$ cat src/rtl/bc_pkg.sv
// Shared state encoding, segment constants and hex font for the Bulls-and-Cows core.
package bc_pkg;

  typedef enum logic [2:0] {LOAD, GUESS, COMPARE, RESULT, WIN, LOSE} state_t;

  localparam logic [7:0] SEG_DASH = 8'h40;
  localparam logic [7:0] SEG_P    = 8'h73;
  localparam logic [7:0] SEG_L    = 8'h38;
  localparam logic [7:0] SEG_DP   = 8'h80;

  // gfedcba, active-high
  function automatic logic [6:0] hex7(input logic [3:0] v);
    case (v)
      4'h0:    hex7 = 7'h3F;
      4'h1:    hex7 = 7'h06;
      4'h2:    hex7 = 7'h5B;
      4'h3:    hex7 = 7'h4F;
      4'h4:    hex7 = 7'h66;
      4'h5:    hex7 = 7'h6D;
      4'h6:    hex7 = 7'h7D;
      4'h7:    hex7 = 7'h07;
      4'h8:    hex7 = 7'h7F;
      4'h9:    hex7 = 7'h6F;
      4'hA:    hex7 = 7'h77;
      4'hB:    hex7 = 7'h7C;
      4'hC:    hex7 = 7'h39;
      4'hD:    hex7 = 7'h5E;
      4'hE:    hex7 = 7'h79;
      default: hex7 = 7'h71;
    endcase
  endfunction

endpackage

$ cat src/rtl/bc_game_core_if.sv
// Pad-side bus of the game core: raw switches/buttons in, display and status out.
interface bc_game_core_if #(
  parameter int NDIG      = 4,
  parameter int DW        = 3,
  parameter int MAX_TRIES = 10
);
  localparam int CW = $clog2(NDIG + 1);
  localparam int TW = $clog2(MAX_TRIES + 1);

  logic [NDIG*DW-1:0] digits_in;
  logic               save_in;
  logic               newgame_in;
  logic [7:0]         seg_out;
  logic [CW-1:0]      bulls;
  logic [CW-1:0]      cows;
  logic [TW-1:0]      tries;
  logic               result_valid;
  logic               err;
  logic               win;
  logic               lose;

  modport master (
    output digits_in, save_in, newgame_in,
    input  seg_out, bulls, cows, tries, result_valid, err, win, lose
  );

  modport slave (
    input  digits_in, save_in, newgame_in,
    output seg_out, bulls, cows, tries, result_valid, err, win, lose
  );
endinterface

$ cat src/rtl/bc_btn_sync.sv
// Multi-flop synchroniser plus history flop; emits a one-cycle pulse on the synced rising edge.
module bc_btn_sync #(
  parameter int SYNC_STAGES = 2
) (
  input  logic clk,
  input  logic rst_n,
  input  logic i_raw,
  output logic o_pulse
);
  logic [SYNC_STAGES-1:0] r_sync;
  logic                   r_hist;

  always_ff @(posedge clk) begin
    if (!rst_n) begin
      r_sync <= '0;
      r_hist <= 1'b0;
    end else begin
      r_sync <= {r_sync[SYNC_STAGES-2:0], i_raw};
      r_hist <= r_sync[SYNC_STAGES-1];
    end
  end

  assign o_pulse = r_sync[SYNC_STAGES-1] & ~r_hist;
endmodule

$ cat src/rtl/bc_game_core.sv
// Bulls-and-Cows engine: synchronised pads, sequential pairwise scoring, win/lose and display.
module bc_game_core import bc_pkg::*; #(
  parameter int NDIG        = 4,
  parameter int DW          = 3,
  parameter int MAX_TRIES   = 10,
  parameter int SYNC_STAGES = 2,
  parameter int ALLOW_DUP   = 0,
  parameter int DISP_DIV    = 1024
) (
  input logic          clk,
  input logic          rst_n,
  bc_game_core_if.slave bus
);
  localparam int CW = $clog2(NDIG + 1);
  localparam int TW = $clog2(MAX_TRIES + 1);
  localparam int IW = $clog2(NDIG);
  localparam int VW = $clog2(DISP_DIV);
  localparam int BW = NDIG * DW;

  logic [SYNC_STAGES-1:0][BW-1:0] r_dsync;
  logic [BW-1:0] w_digits;
  logic          w_save_p, w_newgame_p, w_dup;

  state_t        r_state;
  logic [7:0]    r_seg;
  logic [BW-1:0] r_secret, r_guess;
  logic [IW-1:0] r_i, r_j;
  logic [CW-1:0] r_bacc, r_cacc, r_bulls, r_cows;
  logic [TW-1:0] r_tries;
  logic          r_rv, r_err, r_win, r_lose;
  logic [VW-1:0] r_div;
  logic          r_phase;

  logic [DW-1:0] w_gd, w_sd;
  logic          w_hit, w_last;
  logic [CW-1:0] w_bulls_nx, w_cows_nx;

  bc_btn_sync #(.SYNC_STAGES(SYNC_STAGES)) u_save_sync (
    .clk(clk), .rst_n(rst_n), .i_raw(bus.save_in), .o_pulse(w_save_p)
  );
  bc_btn_sync #(.SYNC_STAGES(SYNC_STAGES)) u_newgame_sync (
    .clk(clk), .rst_n(rst_n), .i_raw(bus.newgame_in), .o_pulse(w_newgame_p)
  );

  always_ff @(posedge clk) begin
    if (!rst_n) r_dsync <= '0;
    else        r_dsync <= {r_dsync[SYNC_STAGES-2:0], bus.digits_in};
  end
  assign w_digits = r_dsync[SYNC_STAGES-1];

  always_comb begin
    w_dup = 1'b0;
    for (int unsigned a = 0; a < NDIG; a++)
      for (int unsigned b = a + 1; b < NDIG; b++)
        if (w_digits[a*DW +: DW] == w_digits[b*DW +: DW]) w_dup = 1'b1;
    if (ALLOW_DUP != 0) w_dup = 1'b0;
  end

  assign w_gd       = r_guess[r_i*DW +: DW];
  assign w_sd       = r_secret[r_j*DW +: DW];
  assign w_hit      = (w_gd == w_sd);
  assign w_last     = (r_i == IW'(NDIG-1)) && (r_j == IW'(NDIG-1));
  assign w_bulls_nx = r_bacc + CW'(w_hit && (r_i == r_j));
  // Repeated digits can match many pairs; clamp so the cow count stays in range.
  assign w_cows_nx  = (w_hit && (r_i != r_j) && (r_cacc != CW'(NDIG))) ? r_cacc + 1'b1 : r_cacc;

  always_ff @(posedge clk) begin
    if (!rst_n) begin
      r_state  <= LOAD;
      r_seg    <= SEG_DASH;
      r_secret <= '0;
      r_guess  <= '0;
      r_i      <= '0;
      r_j      <= '0;
      r_bacc   <= '0;
      r_cacc   <= '0;
      r_bulls  <= '0;
      r_cows   <= '0;
      r_tries  <= '0;
      r_rv     <= 1'b0;
      r_err    <= 1'b0;
      r_win    <= 1'b0;
      r_lose   <= 1'b0;
      r_div    <= '0;
      r_phase  <= 1'b0;
    end else begin
      r_rv  <= 1'b0;
      r_err <= 1'b0;
      if (w_newgame_p) begin
        r_state <= LOAD;
        r_seg   <= SEG_DASH;
        r_tries <= '0;
        r_bulls <= '0;
        r_cows  <= '0;
        r_win   <= 1'b0;
        r_lose  <= 1'b0;
      end else begin
        unique case (r_state)
          LOAD: if (w_save_p) begin
            if (w_dup) r_err <= 1'b1;
            else begin
              r_secret <= w_digits;
              r_state  <= GUESS;
              r_seg    <= SEG_DASH | SEG_DP;
            end
          end
          GUESS, RESULT: begin
            // RESULT shares GUESS entry; an accepted save below overrides the display update.
            if (r_state == RESULT) begin
              if (r_div == VW'(DISP_DIV-1)) begin
                r_div   <= '0;
                r_phase <= ~r_phase;
                r_seg   <= r_phase ? {1'b0, hex7(4'(r_bulls))} : {1'b1, hex7(4'(r_cows))};
              end else begin
                r_div <= r_div + 1'b1;
              end
            end
            if (w_save_p) begin
              if (w_dup) r_err <= 1'b1;
              else begin
                r_guess <= w_digits;
                r_state <= COMPARE;
                r_seg   <= SEG_DASH | SEG_DP;
                if (r_tries != TW'(MAX_TRIES)) r_tries <= r_tries + 1'b1;
                r_i    <= '0;
                r_j    <= '0;
                r_bacc <= '0;
                r_cacc <= '0;
              end
            end
          end
          COMPARE: begin
            r_bacc <= w_bulls_nx;
            r_cacc <= w_cows_nx;
            if (r_j == IW'(NDIG-1)) begin
              r_j <= '0;
              r_i <= w_last ? '0 : r_i + 1'b1;
            end else begin
              r_j <= r_j + 1'b1;
            end
            if (w_last) begin
              r_bulls <= w_bulls_nx;
              r_cows  <= w_cows_nx;
              r_rv    <= 1'b1;
              if (w_bulls_nx == CW'(NDIG)) begin
                r_state <= WIN;
                r_seg   <= SEG_P;
                r_win   <= 1'b1;
              end else if (r_tries == TW'(MAX_TRIES)) begin
                r_state <= LOSE;
                r_seg   <= SEG_L;
                r_lose  <= 1'b1;
              end else begin
                r_state <= RESULT;
                r_seg   <= {1'b0, hex7(4'(w_bulls_nx))};
                r_div   <= '0;
                r_phase <= 1'b0;
              end
            end
          end
          WIN, LOSE: ;
          default: r_state <= LOAD;
        endcase
      end
    end
  end

  assign bus.seg_out      = r_seg;
  assign bus.bulls        = r_bulls;
  assign bus.cows         = r_cows;
  assign bus.tries        = r_tries;
  assign bus.result_valid = r_rv;
  assign bus.err          = r_err;
  assign bus.win          = r_win;
  assign bus.lose         = r_lose;
endmodule

$ cat src/flat_wrapper.sv
// flat-port wrapper written by rule: the top's interface ports become plain ports
module bc_game_core_flat import bc_pkg::*;
#(
  parameter int NDIG        = 4,
  parameter int DW          = 3,
  parameter int MAX_TRIES   = 10,
  parameter int SYNC_STAGES = 2,
  parameter int ALLOW_DUP   = 0,
  parameter int DISP_DIV    = 1024
)
  (clk, rst_n, bus_digits_in, bus_save_in, bus_newgame_in, bus_seg_out, bus_bulls, bus_cows, bus_tries, bus_result_valid, bus_err, bus_win, bus_lose);
  bc_game_core_if #(.NDIG(NDIG), .DW(DW), .MAX_TRIES(MAX_TRIES)) bus_i ();
  input logic clk;
  input logic rst_n;
  input wire logic [$bits(bus_i.digits_in)-1:0] bus_digits_in;
  input wire logic [$bits(bus_i.save_in)-1:0] bus_save_in;
  input wire logic [$bits(bus_i.newgame_in)-1:0] bus_newgame_in;
  output wire logic [$bits(bus_i.seg_out)-1:0] bus_seg_out;
  output wire logic [$bits(bus_i.bulls)-1:0] bus_bulls;
  output wire logic [$bits(bus_i.cows)-1:0] bus_cows;
  output wire logic [$bits(bus_i.tries)-1:0] bus_tries;
  output wire logic [$bits(bus_i.result_valid)-1:0] bus_result_valid;
  output wire logic [$bits(bus_i.err)-1:0] bus_err;
  output wire logic [$bits(bus_i.win)-1:0] bus_win;
  output wire logic [$bits(bus_i.lose)-1:0] bus_lose;
  assign bus_i.digits_in = bus_digits_in;
  assign bus_i.save_in = bus_save_in;
  assign bus_i.newgame_in = bus_newgame_in;
  assign bus_seg_out = bus_i.seg_out;
  assign bus_bulls = bus_i.bulls;
  assign bus_cows = bus_i.cows;
  assign bus_tries = bus_i.tries;
  assign bus_result_valid = bus_i.result_valid;
  assign bus_err = bus_i.err;
  assign bus_win = bus_i.win;
  assign bus_lose = bus_i.lose;
  bc_game_core #(.NDIG(NDIG), .DW(DW), .MAX_TRIES(MAX_TRIES), .SYNC_STAGES(SYNC_STAGES), .ALLOW_DUP(ALLOW_DUP), .DISP_DIV(DISP_DIV)) u_core (.clk(clk), .rst_n(rst_n), .bus(bus_i));
endmodule
$ cat config.mk
export PLATFORM = sky130hd
export DESIGN_NAME = bc_game_core_flat
export DESIGN_NICKNAME = d
export VERILOG_FILES = /design/src/rtl/bc_pkg.sv /design/src/rtl/bc_game_core_if.sv /design/src/rtl/bc_btn_sync.sv /design/src/rtl/bc_game_core.sv /design/src/flat_wrapper.sv
export SDC_FILE = /design/constraint.sdc
export NUM_CORES = 1
export LEC_CHECK = 0
export CAP_MARGIN = 25
export CORE_MARGIN = 3
export CORE_UTILIZATION = 68
export DETAILED_ROUTE_END_ITERATION = 8
export DONT_BUFFER_PORTS = 1
export PLACE_DENSITY = 0.84
export SLEW_MARGIN = 20
export SYNTH_ARGS = -nofsm -noshare
export SYNTH_HDL_FRONTEND = slang
export SYNTH_SLANG_ARGS = --single-unit
$ cat constraint.sdc
create_clock -name clk -period 9.2 [get_ports clk]
set_input_delay 1.84 -clock clk [delete_from_list [all_inputs] [get_ports clk]]
set_output_delay 1.84 -clock clk [all_outputs]
set_load 0.01 [all_outputs]
# After elaboration in Yosys (flattened, before gate mapping)
# Memory sizes are Yosys's and may differ from the RTL's. A register that Yosys moved wholly into a read port is not among the register bits.
# Index checks and enable logic that the tools add are counted.
# word_totals
reg_bits	100
latchBits	0
mem_bits_rw	0
rom_bits	168
in_bits	16
output_inout_bits	22
wordCells	160
n_memories	3
# mem_list
memory	words	word_bits	rd	rd_clocked_by_memory_dff	wr	line_no	source
(name not given)	8	7	1	1	0	bc_pkg.sv:13	case (v)
(name not given)	8	7	1	1	0	bc_pkg.sv:13	
(name not given)	8	7	1	0	0	bc_pkg.sv:13	
# classes
add_sub_neg	6
mul	2
n_div	0
magnitude_cmp	0
n_eq_ne	31
shifts	2
mux	55
n_bitwise	13
reduce_logical	25
# ops
op	count
2-to-1 mux 8 bit	9
2-to-1 mux 10 bit	5
2-to-1 mux 3 bit	14
one-hot mux 8 bit (3 select lines)	1
AND reduction 4 bit	6
indexed part select 12 x 5 -> 3 bit	2
== test 3 bit	7
one-hot mux 10 bit (2 select lines)	1
2-to-1 mux 1 bit	13
!= test 2 bit, second input constant	6
one-hot mux 3 bit (2 select lines)	2
one-hot mux 3 bit (4 select lines)	1
AND reduction 6 bit	2
inverter 1 bit	11
adder 10 x 1 -> 10 bit, second input constant	1
== test 10 bit, second input constant	1
2-to-1 mux 2 bit	5
== test 3 bit, second input constant	3
multiplier 2 x 2 -> 4 bit, second input constant	2
!= test 2 x 1 -> 1 bit, second input constant	4
one-hot mux 2 bit (2 select lines)	2
2-to-1 mux 7 bit	1
AND reduction 7 bit	1
== test 3 x 2 -> 1 bit, second input constant	2
23 further kinds	32

# Longest topological paths before layout
# Gate-level depths: netlist of run 1.
# depth
depth_word	10
depth_mapped	15
ltp_nobuf	14

# By module
# From an unflattened synthesis of run 1, not the netlist that was laid out.
# hier_totals
cells_unflattened	556
hier_area_um2	5270.1
# modules_own_cells
mod	instances	cells_per_inst	area_each_um2	seq_area_each_um2
bc_game_core	1	542	5084.9	2162.1
bc_btn_sync	2	7	92.6	60.1

# Worst setup path after synthesis of run 1
# OpenSTA, ideal clock, no wires.
# synth_timing
path_kind	input to register
start	input port rst_n
end	register (tool-made name)
setup_time_ns	0.120
arrival_ns	3.410
t_required_ns	9.080
setup_slack_ns	5.670
path_stages	8
path_buffers	2
path_cell_list	clkbuf_1 and2_0 clkbuf_1 o21ai_0 a21oi_1 inv_1 ha_1 or2_1
# synth_lines
element	line_no	source
start: declaration	flat_wrapper.sv:14	input logic rst_n;

# Worst setup path in the final report of run 1
# layout_timing
start	register u_core.r_i[0]
end	register u_core.r_phase
# layout_between
elab_chain_cells	8
word_cells_on_any_way	12
classes_between	add/sub (1); mul (1); eq/ne (6); shift (1); reduce/logical (3)
# layout_lines
element	line_no	source
start: declaration	bc_game_core.sv:27	logic [IW-1:0] r_i, r_j;
start signal: assignment	bc_game_core.sv:137	r_i <= w_last ? '0 : r_i + 1'b1;
multiplier 2 x 2 -> 4 bit	bc_game_core.sv:59	assign w_gd = r_guess[r_i*DW +: DW];
indexed part select 12 x 5 -> 3 bit	bc_game_core.sv:59	
== test 3 bit	bc_game_core.sv:61	assign w_hit = (w_gd == w_sd);
logical AND 1 bit	bc_game_core.sv:63	assign w_bulls_nx = r_bacc + CW'(w_hit && (r_i == r_j));
adder 3 x 1 -> 3 bit	bc_game_core.sv:63	
== test 3 bit	bc_game_core.sv:145	if (w_bulls_nx == CW'(NDIG)) begin
!= test 2 bit (no line)	-	
AND reduction 7 bit (no line) *	-	
end signal: assignment	bc_game_core.sv:112	r_phase <= ~r_phase;
end: declaration	bc_game_core.sv:32	logic r_phase;
# Every way passes the cells marked *; elsewhere a longest branch is shown, timed or not.
# A chain may end at the register's enable or synchronous reset.

==> metrics.csv, run 1 <==
stage;metric;value;unit
cells_and_area;final_util;79.8;%
power;ir_drop;0.145;mV
critical_path;cp-end-kind;flip-flop;
floorplan;dieHeight;94.8;um
critical_path;cp_max_fo;12;
sta;period_needed;4.26;ns
grt;first_global_vias;4149;
clock_tree;cts_setup_buffers;0;
grt;gr-usage-all-layers;29.6;%
logic_synthesis;synth-seq-cells;114;
power;p_per_area;202;mW/mm^2
sta;final_min_period_over_clock_period;46.3;%
clock_tree;path_clk_slew;0.06;ns
clock_tree;cts.htree.levels;4;
logic_synthesis;yosysWarnings;0;
critical_path;critPathArrivalTime;4.67;ns
power;p_comb_share;2.0;%
sta;skew;0.00662;ns
min_path;hold_path_depth;1;
logic_synthesis;syn_nets;609;
power;power.leakage;2.31;nW
cells_and_area;insertedDiodeCount;0;
sta;worstMarginPinSlew;0.952;ns
clock_tree;cts_buffers;17;
power;p_sw;0.000253;W
sta;hold_viol;0;
drt;via_per_inst;6.34;
critical_path;cp-start-kind;flip-flop;
floorplan;num_io_pins;38;
grt;antenna_found_initial;0;
logic_synthesis;ys_types;60;
power;seqPwrFrac;42.2;%
drt;drt_iter0_drc;293;
critical_path;cp.required;9.61;ns
floorplan;num_rows;31;
power;swShare;21.1;%
floorplan;coreArea;0.00745;mm^2
clock_tree;cts_num_sinks;114;
drt;ant_nets;0;
sta;setup_viol_count_final;0;
clock_tree;cts_resized;0;
sta;rsz0062_at_grt;no;
logic_synthesis;synth-edff-count;0;
job;drv_cap;0;
logic_synthesis;ys_seq_area_share;42.5;%
placed_design;hpwlAfterDp;7.78;mm
sta;fin_setup_tns;0;ns
min_path;hold_class;reg -> reg;
placed_design;io_buffer_count;0;
floorplan;dieArea;0.00899;mm^2
clock_tree;clk_path_buf_depth;2;
drt;wirelength;12.3;mm
grt;grt_pass1_wl;20.4;mm
outcome;status;complete, no violations;
power;power;0.00120;W
drt;vias;4182;
clock_tree;cts_tree;built;
floorplan;die_x;94.8;um
cells_and_area;nets;588;
sta;fmax;235;MHz
critical_path;r2r_cells;13;
floorplan;start_util;72.1;%
grt;grt_remaining_overflow;0;
logic_synthesis;synthCells;569;
drt;first_pass_iters;5;
logic_synthesis;synth-main-ff-cell;dfxtp_1;
placed_design;globalplace.congestion;0.910;
logic_synthesis;async_flop_share;0;%
cells_and_area;nFillCells;454;
sta;drv_slew;0;
drt;wire_per_inst;18.6;um
cells_and_area;drive_gt1_share;9.80;%
clock_tree;insertion_delay;0.52;ns
power;clkPwrFrac;55.8;%
clock_tree;cts_root_buffer;clkbuf_8;
critical_path;critical_path_class;reg -> reg;
power;internal_power;0.000945;W
clock_tree;cts.hold.buffers_added;0;
grt;grt_max_degree;81;
logic_synthesis;postSynthAreaPerCell;9.43;um^2
logic_synthesis;syn_area;0.00537;mm^2
cells_and_area;area_growth;10.7;%
drt;drcViolationCount;0;
sta;worst_slew_margin_rel;36.3;%
==> power by group through the flow <==
stage / Clock [W] / Combinational [W] / Sequential, W
6_report: 0.000669 / 0.0000234 / 0.000506
5_1_grt: 0.000697 / 0.0000255 / 0.000506
4_1_cts: 0.000670 / 0.0000234 / 0.000506
3_5_place_dp: 0 / 0.0000223 / 0.000516
3_3_place_gp: 0 / 0.0000216 / 0.000516
2_1_floorplan: 0 / 0.0000252 / 0.000512
==> cell usage after synthesis (all sizes together) (2+ instances only) <==
master | number | area share [%]
dfxtp | 114 | 43
mux4 | 6 | 2.6
nand2b | 4 | 0.47
nand3 | 18 | 1.7
a31oi | 4 | 0.47
o32ai | 3 | 0.49
xor2 | 18 | 2.9
a32o | 2 | 0.37
a2111oi | 2 | 0.33
mux2 | 5 | 1.1
nor4 | 4 | 0.86
or2 | 3 | 0.35
nor3 | 9 | 0.84
ha | 24 | 5.6
o21ai | 30 | 2.8
a21oi | 23 | 2.1
o311ai | 2 | 0.33
or4 | 2 | 0.28
a21o | 3 | 0.42
xnor2 | 13 | 2.1
o211a | 3 | 0.56
nand4 | 9 | 1.0
inv | 17 | 1.2
a22oi | 2 | 0.28
o31ai | 7 | 0.98
and3 | 5 | 0.58
or3 | 2 | 0.23
o211ai | 3 | 0.42
nand2 | 30 | 2.1
buf | 10 | 1.2
a21boi | 4 | 0.56
nor2b | 34 | 4.0
and2 | 33 | 3.8
mux2i | 39 | 7.3
a211oi | 2 | 0.28
clkbuf | 34 | 2.4
nor2 | 35 | 2.4
==> cell families (layout without fill, tap and decap cells) <==
group	Yosys count	in the layout	share of synthesized area, %
multiplexers	50	50	11.0
buffers and inverters	61	53	4.78
XOR/XNOR	31	31	5.06
adder cells (fa/ha/maj)	24	24	5.60
AO/OA/AOI/OAI	95	95	11.4
AND/OR/NAND/NOR	194	194	19.7
flip-flops	114	114	42.5
==> per-stage QoR <==
stage,instance area [um^2],setup slack [ns],hold WS [ns],std cells
floorplan,5370,5.67,0.412,569
global placement,5330,5.30,0.415,627
detailed placement,5330,5.11,0.418,627
CTS,5940,5.02,0.431,659
global route,5940,4.56,0.451,660
finish,5940,4.94,0.429,660
==> cell type report <==
| class | count | area, um^2 | share of cell area [%] |
|---|---|---|---|
| Inverter | 17 | 63.8 | 1.07 |
| Multi-Input combinational cell | 394 | 2830 | 47.7 |
| Sequential cell | 114 | 2280 | 38.4 |
| Clock inverter | 12 | 156 | 2.63 |
| Timing Repair Buffer | 4 | 27.5 | 0.463 |
| Clock buffer | 20 | 455 | 7.66 |
| Tap cell | 99 | 124 | 2.08 |
==> path summary, 6_finish.rpt <==
check                          from                  to  slack [ns]
setup / recovery      u_core.r_i[0]      u_core.r_phase        4.94
hold / removal    u_core.r_dsync[7]  u_core.w_digits[7]        0.43
setup reg to reg      u_core.r_i[0]      u_core.r_phase        4.94
hold reg to reg   u_core.r_dsync[7]  u_core.w_digits[7]        0.43
==> placed cells by master, fill, tap and decap left out, types with 5 or more instances in the layout <==
cell,instances
o31ai_1,7
nor2b_1,34
ha_1,24
and2_1,32
nand4_1,9
mux2i_1,39
mux4_2,5
nor2_1,35
clkbuf_16,16
xnor2_1,13
a21oi_1,23
xor2_1,18
and3_1,5
inv_1,17
nand2_1,29
nor3_1,8
nand3_1,18
dfxtp_1,114
o21ai_0,29
==> routing by layer <==
metal	part of all wire, %	up-vias	GRT usage, %
li1	-	1931	-
met4	3.8	0	16.0
met3	8.3	62	9.24
met2	48	229	47.0
met5	0	-	0
met1	40	1960	35.8
==> worst max-delay path, cell delays in order (launching register included) <==
cell,delay [ns]
dfxtp_1,0.56
mux4_2,0.57
xor2_1,0.28
or3_1,0.16
nor3_1,0.05
ha_1,0.21
ha_1,0.23
xnor2_1,0.69
nand2b_1,0.33
a21oi_1,0.19
nor2_1,0.41
o21ai_0,0.21
mux2i_1,0.19
nor2b_1,0.06
(Power assumes the default switching activity.)
==> inputs of run 2 (changes only) <==
--- a/config.mk
+++ b/config.mk
@@ -7,10 +7,10 @@
 export LEC_CHECK = 0
 export CAP_MARGIN = 25
 export CORE_MARGIN = 3
-export CORE_UTILIZATION = 68
+export CORE_UTILIZATION = 57
 export DETAILED_ROUTE_END_ITERATION = 8
 export DONT_BUFFER_PORTS = 1
-export PLACE_DENSITY = 0.84
+export PLACE_DENSITY = 0.75
 export SLEW_MARGIN = 20
 export SYNTH_ARGS = -nofsm -noshare
 export SYNTH_HDL_FRONTEND = slang
==> constraint.sdc (replaced) <==
create_clock -name clk -period 3.84 [get_ports clk]
set_input_delay 0.768 -clock clk [delete_from_list [all_inputs] [get_ports clk]]
set_output_delay 0.768 -clock clk [all_outputs]
set_load 0.01 [all_outputs]
==> metrics.csv, run 2 (synthesis gave the netlist of run 1 again) <==
stage;metric;value;unit;change
outcome;status;complete, no violations;;unchanged
floorplan;coreArea;0.00893;mm^2;was 0.00745 mm^2
grt;first_global_vias;3849;;was 4,149
critical_path;cp_max_fo;8;;was 12
floorplan;num_rows;34;;was 31
placed_design;globalplace.congestion;0.859;;was 0.910
sta;worstMarginPinSlew;1.03;ns;was 0.952 ns
sta;fin_ws;0.289;ns;was 4.94 ns
placed_design;io_buffer_count;0;;unchanged
sta;hold_viol;0;;unchanged
drt;drcViolationCount;0;;unchanged
power;ir_drop;0.321;mV;was 0.145 mV
sta;rsz0062_at_grt;no;;unchanged
sta;drv_slew;0;;unchanged
drt;first_pass_iters;5;;unchanged
cells_and_area;final_common_cell;dfxtp_1;;unchanged
drt;vias;4023;;was 4,182
sta;hold_ws;0.365;ns;was 0.429 ns
clock_tree;cts_buffers;17;;unchanged
cells_and_area;layout_common_cells;dfxtp_1 (114), mux2i_1 (39), nor2b_1 (34), nor2_1 (34), and2_1 (32);;was dfxtp_1 (114), mux2i_1 (39), nor2_1 (35)
critical_path;cp.required;4.25;ns;was 9.61 ns
power;p_per_area;476;mW/mm^2;was 202 mW/mm^2
clock_tree;clk_path_buf_depth;2;;unchanged
sta;fin_setup_tns;0;ns;unchanged
sta;fmax;282;MHz;was 235 MHz
grt;grt_remaining_overflow;0;;unchanged
sta;final_min_period_over_clock_period;92.5;%;was 46.3%
drt;wirelength;11.6;mm;was 12.3 mm
critical_path;cp-start-kind;flip-flop;;unchanged
clock_tree;path_clk_slew;0.06;ns;about the same
grt;grt_max_degree;81;;unchanged
sta;setup_viol_count_final;0;;unchanged
critical_path;cp-end-kind;flip-flop;;unchanged
grt;grt_pass1_wl;18.9;mm;was 20.4 mm
critical_path;critical_path_class;reg -> reg;;unchanged
critical_path;critPathArrivalTime;3.97;ns;was 4.67 ns
clock_tree;cts.htree.levels;4;;unchanged
clock_tree;insertion_delay;0.52;ns;about the same
cells_and_area;area_growth;11.5;%;was 10.7%
clock_tree;cts_tree;built;;unchanged
floorplan;die_x;103;um;was 94.8 um
sta;skew;0.00737;ns;was 0.00662 ns
clock_tree;cts.hold.buffers_added;0;;unchanged
placed_design;pre_cts_ws;0.197;ns;was 5.11 ns
min_path;hold_class;in -> reg;;was reg -> reg
cells_and_area;nets;593;;was 588
drt;via_per_inst;5.97;;was 6.34
clock_tree;cts_num_sinks;114;;unchanged
clock_tree;cts_root_buffer;clkbuf_8;;unchanged
power;power.leakage;2.34;nW;was 2.31 nW
drt;wire_per_inst;17.2;um;was 18.6 um
drt;drt_iter0_drc;238;;was 293
critical_path;r2r_cells;14;;was 13
cells_and_area;insertedDiodeCount;0;;unchanged
power;power;0.00285;W;was 0.00120 W
min_path;hold_path_depth;1;;unchanged
sta;period_needed;3.55;ns;was 4.26 ns
clock_tree;cts_setup_buffers;0;;unchanged
job;drv_cap;0;;unchanged
grt;gr-usage-all-layers;23.2;%;was 29.6%
floorplan;dieArea;0.0106;mm^2;was 0.00899 mm^2
cells_and_area;drive_gt1_share;11.0;%;was 9.80%
cells_and_area;nFillCells;676;;was 454
sta;worst_slew_margin_rel;30.7;%;was 36.3%
floorplan;start_util;60.1;%;was 72.1%
placed_design;hpwlAfterDp;7.97;mm;was 7.78 mm
floorplan;num_io_pins;38;;unchanged
drt;ant_nets;0;;unchanged
floorplan;dieHeight;103;um;was 94.8 um
grt;antenna_found_initial;0;;unchanged
run 2: area by class of cell:
class | count | area (um^2) | area share [%]
Tap cell | 108 | 135 | 2.26
Timing Repair Buffer | 9 | 67.6 | 1.13
Clock buffer | 18 | 428 | 7.15
Multi-Input combinational cell | 394 | 2840 | 47.4
Inverter | 17 | 63.8 | 1.07
Clock inverter | 14 | 168 | 2.80
Sequential cell | 114 | 2280 | 38.1
run 2: worst paths after layout:
kind	start	end	slack, ns
setup / recovery	u_core.r_j[0]	u_core.r_div[4]	0.29
hold / removal	bus_digits_in[11]	u_core.r_dsync[11]	0.37
setup reg to reg	u_core.r_j[0]	u_core.r_div[4]	0.29
hold reg to reg	u_core.r_dsync[4]	u_core.w_digits[4]	0.43
run 2: where the power goes:
group | switching (W) | internal, W | leakage, nW
clock network | 0.000617 | 0.000962 | 0.293
registers | 0.0000138 | 0.00120 | 0.925
logic | 0.0000284 | 0.0000262 | 1.12
total | 0.000660 | 0.00219 | 2.34
run 2: layer usage:
| metal | part of all wire (%) | global-route usage [%] | wire length (um) | up-vias |
|---|---|---|---|---|
| met2 | 48 | 37.1 | 5550 | 146 |
| li1 | - | - | - | 1931 |
| met1 | 44 | 29.7 | 5080 | 1922 |
| met5 | 0 | 0 | 0 | - |
| met4 | 2.1 | 10.3 | 244 | 0 |
| met3 | 6.4 | 5.62 | 741 | 24 |
run 2: metrics by stage:
stage	area, um^2	util [%]	cells
final	5980	67.0	674
after global routing	5980	67.0	674
after CTS	5980	66.9	674
after detailed placement	5380	60.2	642
after global placement	5380	60.2	642
after floorplan	5370	-	569
run 2: what timing repair did:
| item | CTS | global route |
|---|---|---|
| endpoints found under the hold margin | 0 | 0 |
| endpoints found under the setup margin | 0 | 5 |
| resized for setup | 0 | 2 |
run 2: worst max-delay path: stages (launching register included):
cell and delay [ns]:
dfxtp_1 0.35, buf_4 0.17, mux4_1 0.57, xor2_1 0.33, nor3_1 0.11, ha_1 0.22, ha_1 0.41, inv_1 0.10
ha_1 0.23, nand2b_1 0.11, a21oi_2 0.10, nor2_2 0.30, o21ai_0 0.17, a21oi_1 0.21, nor2b_1 0.06
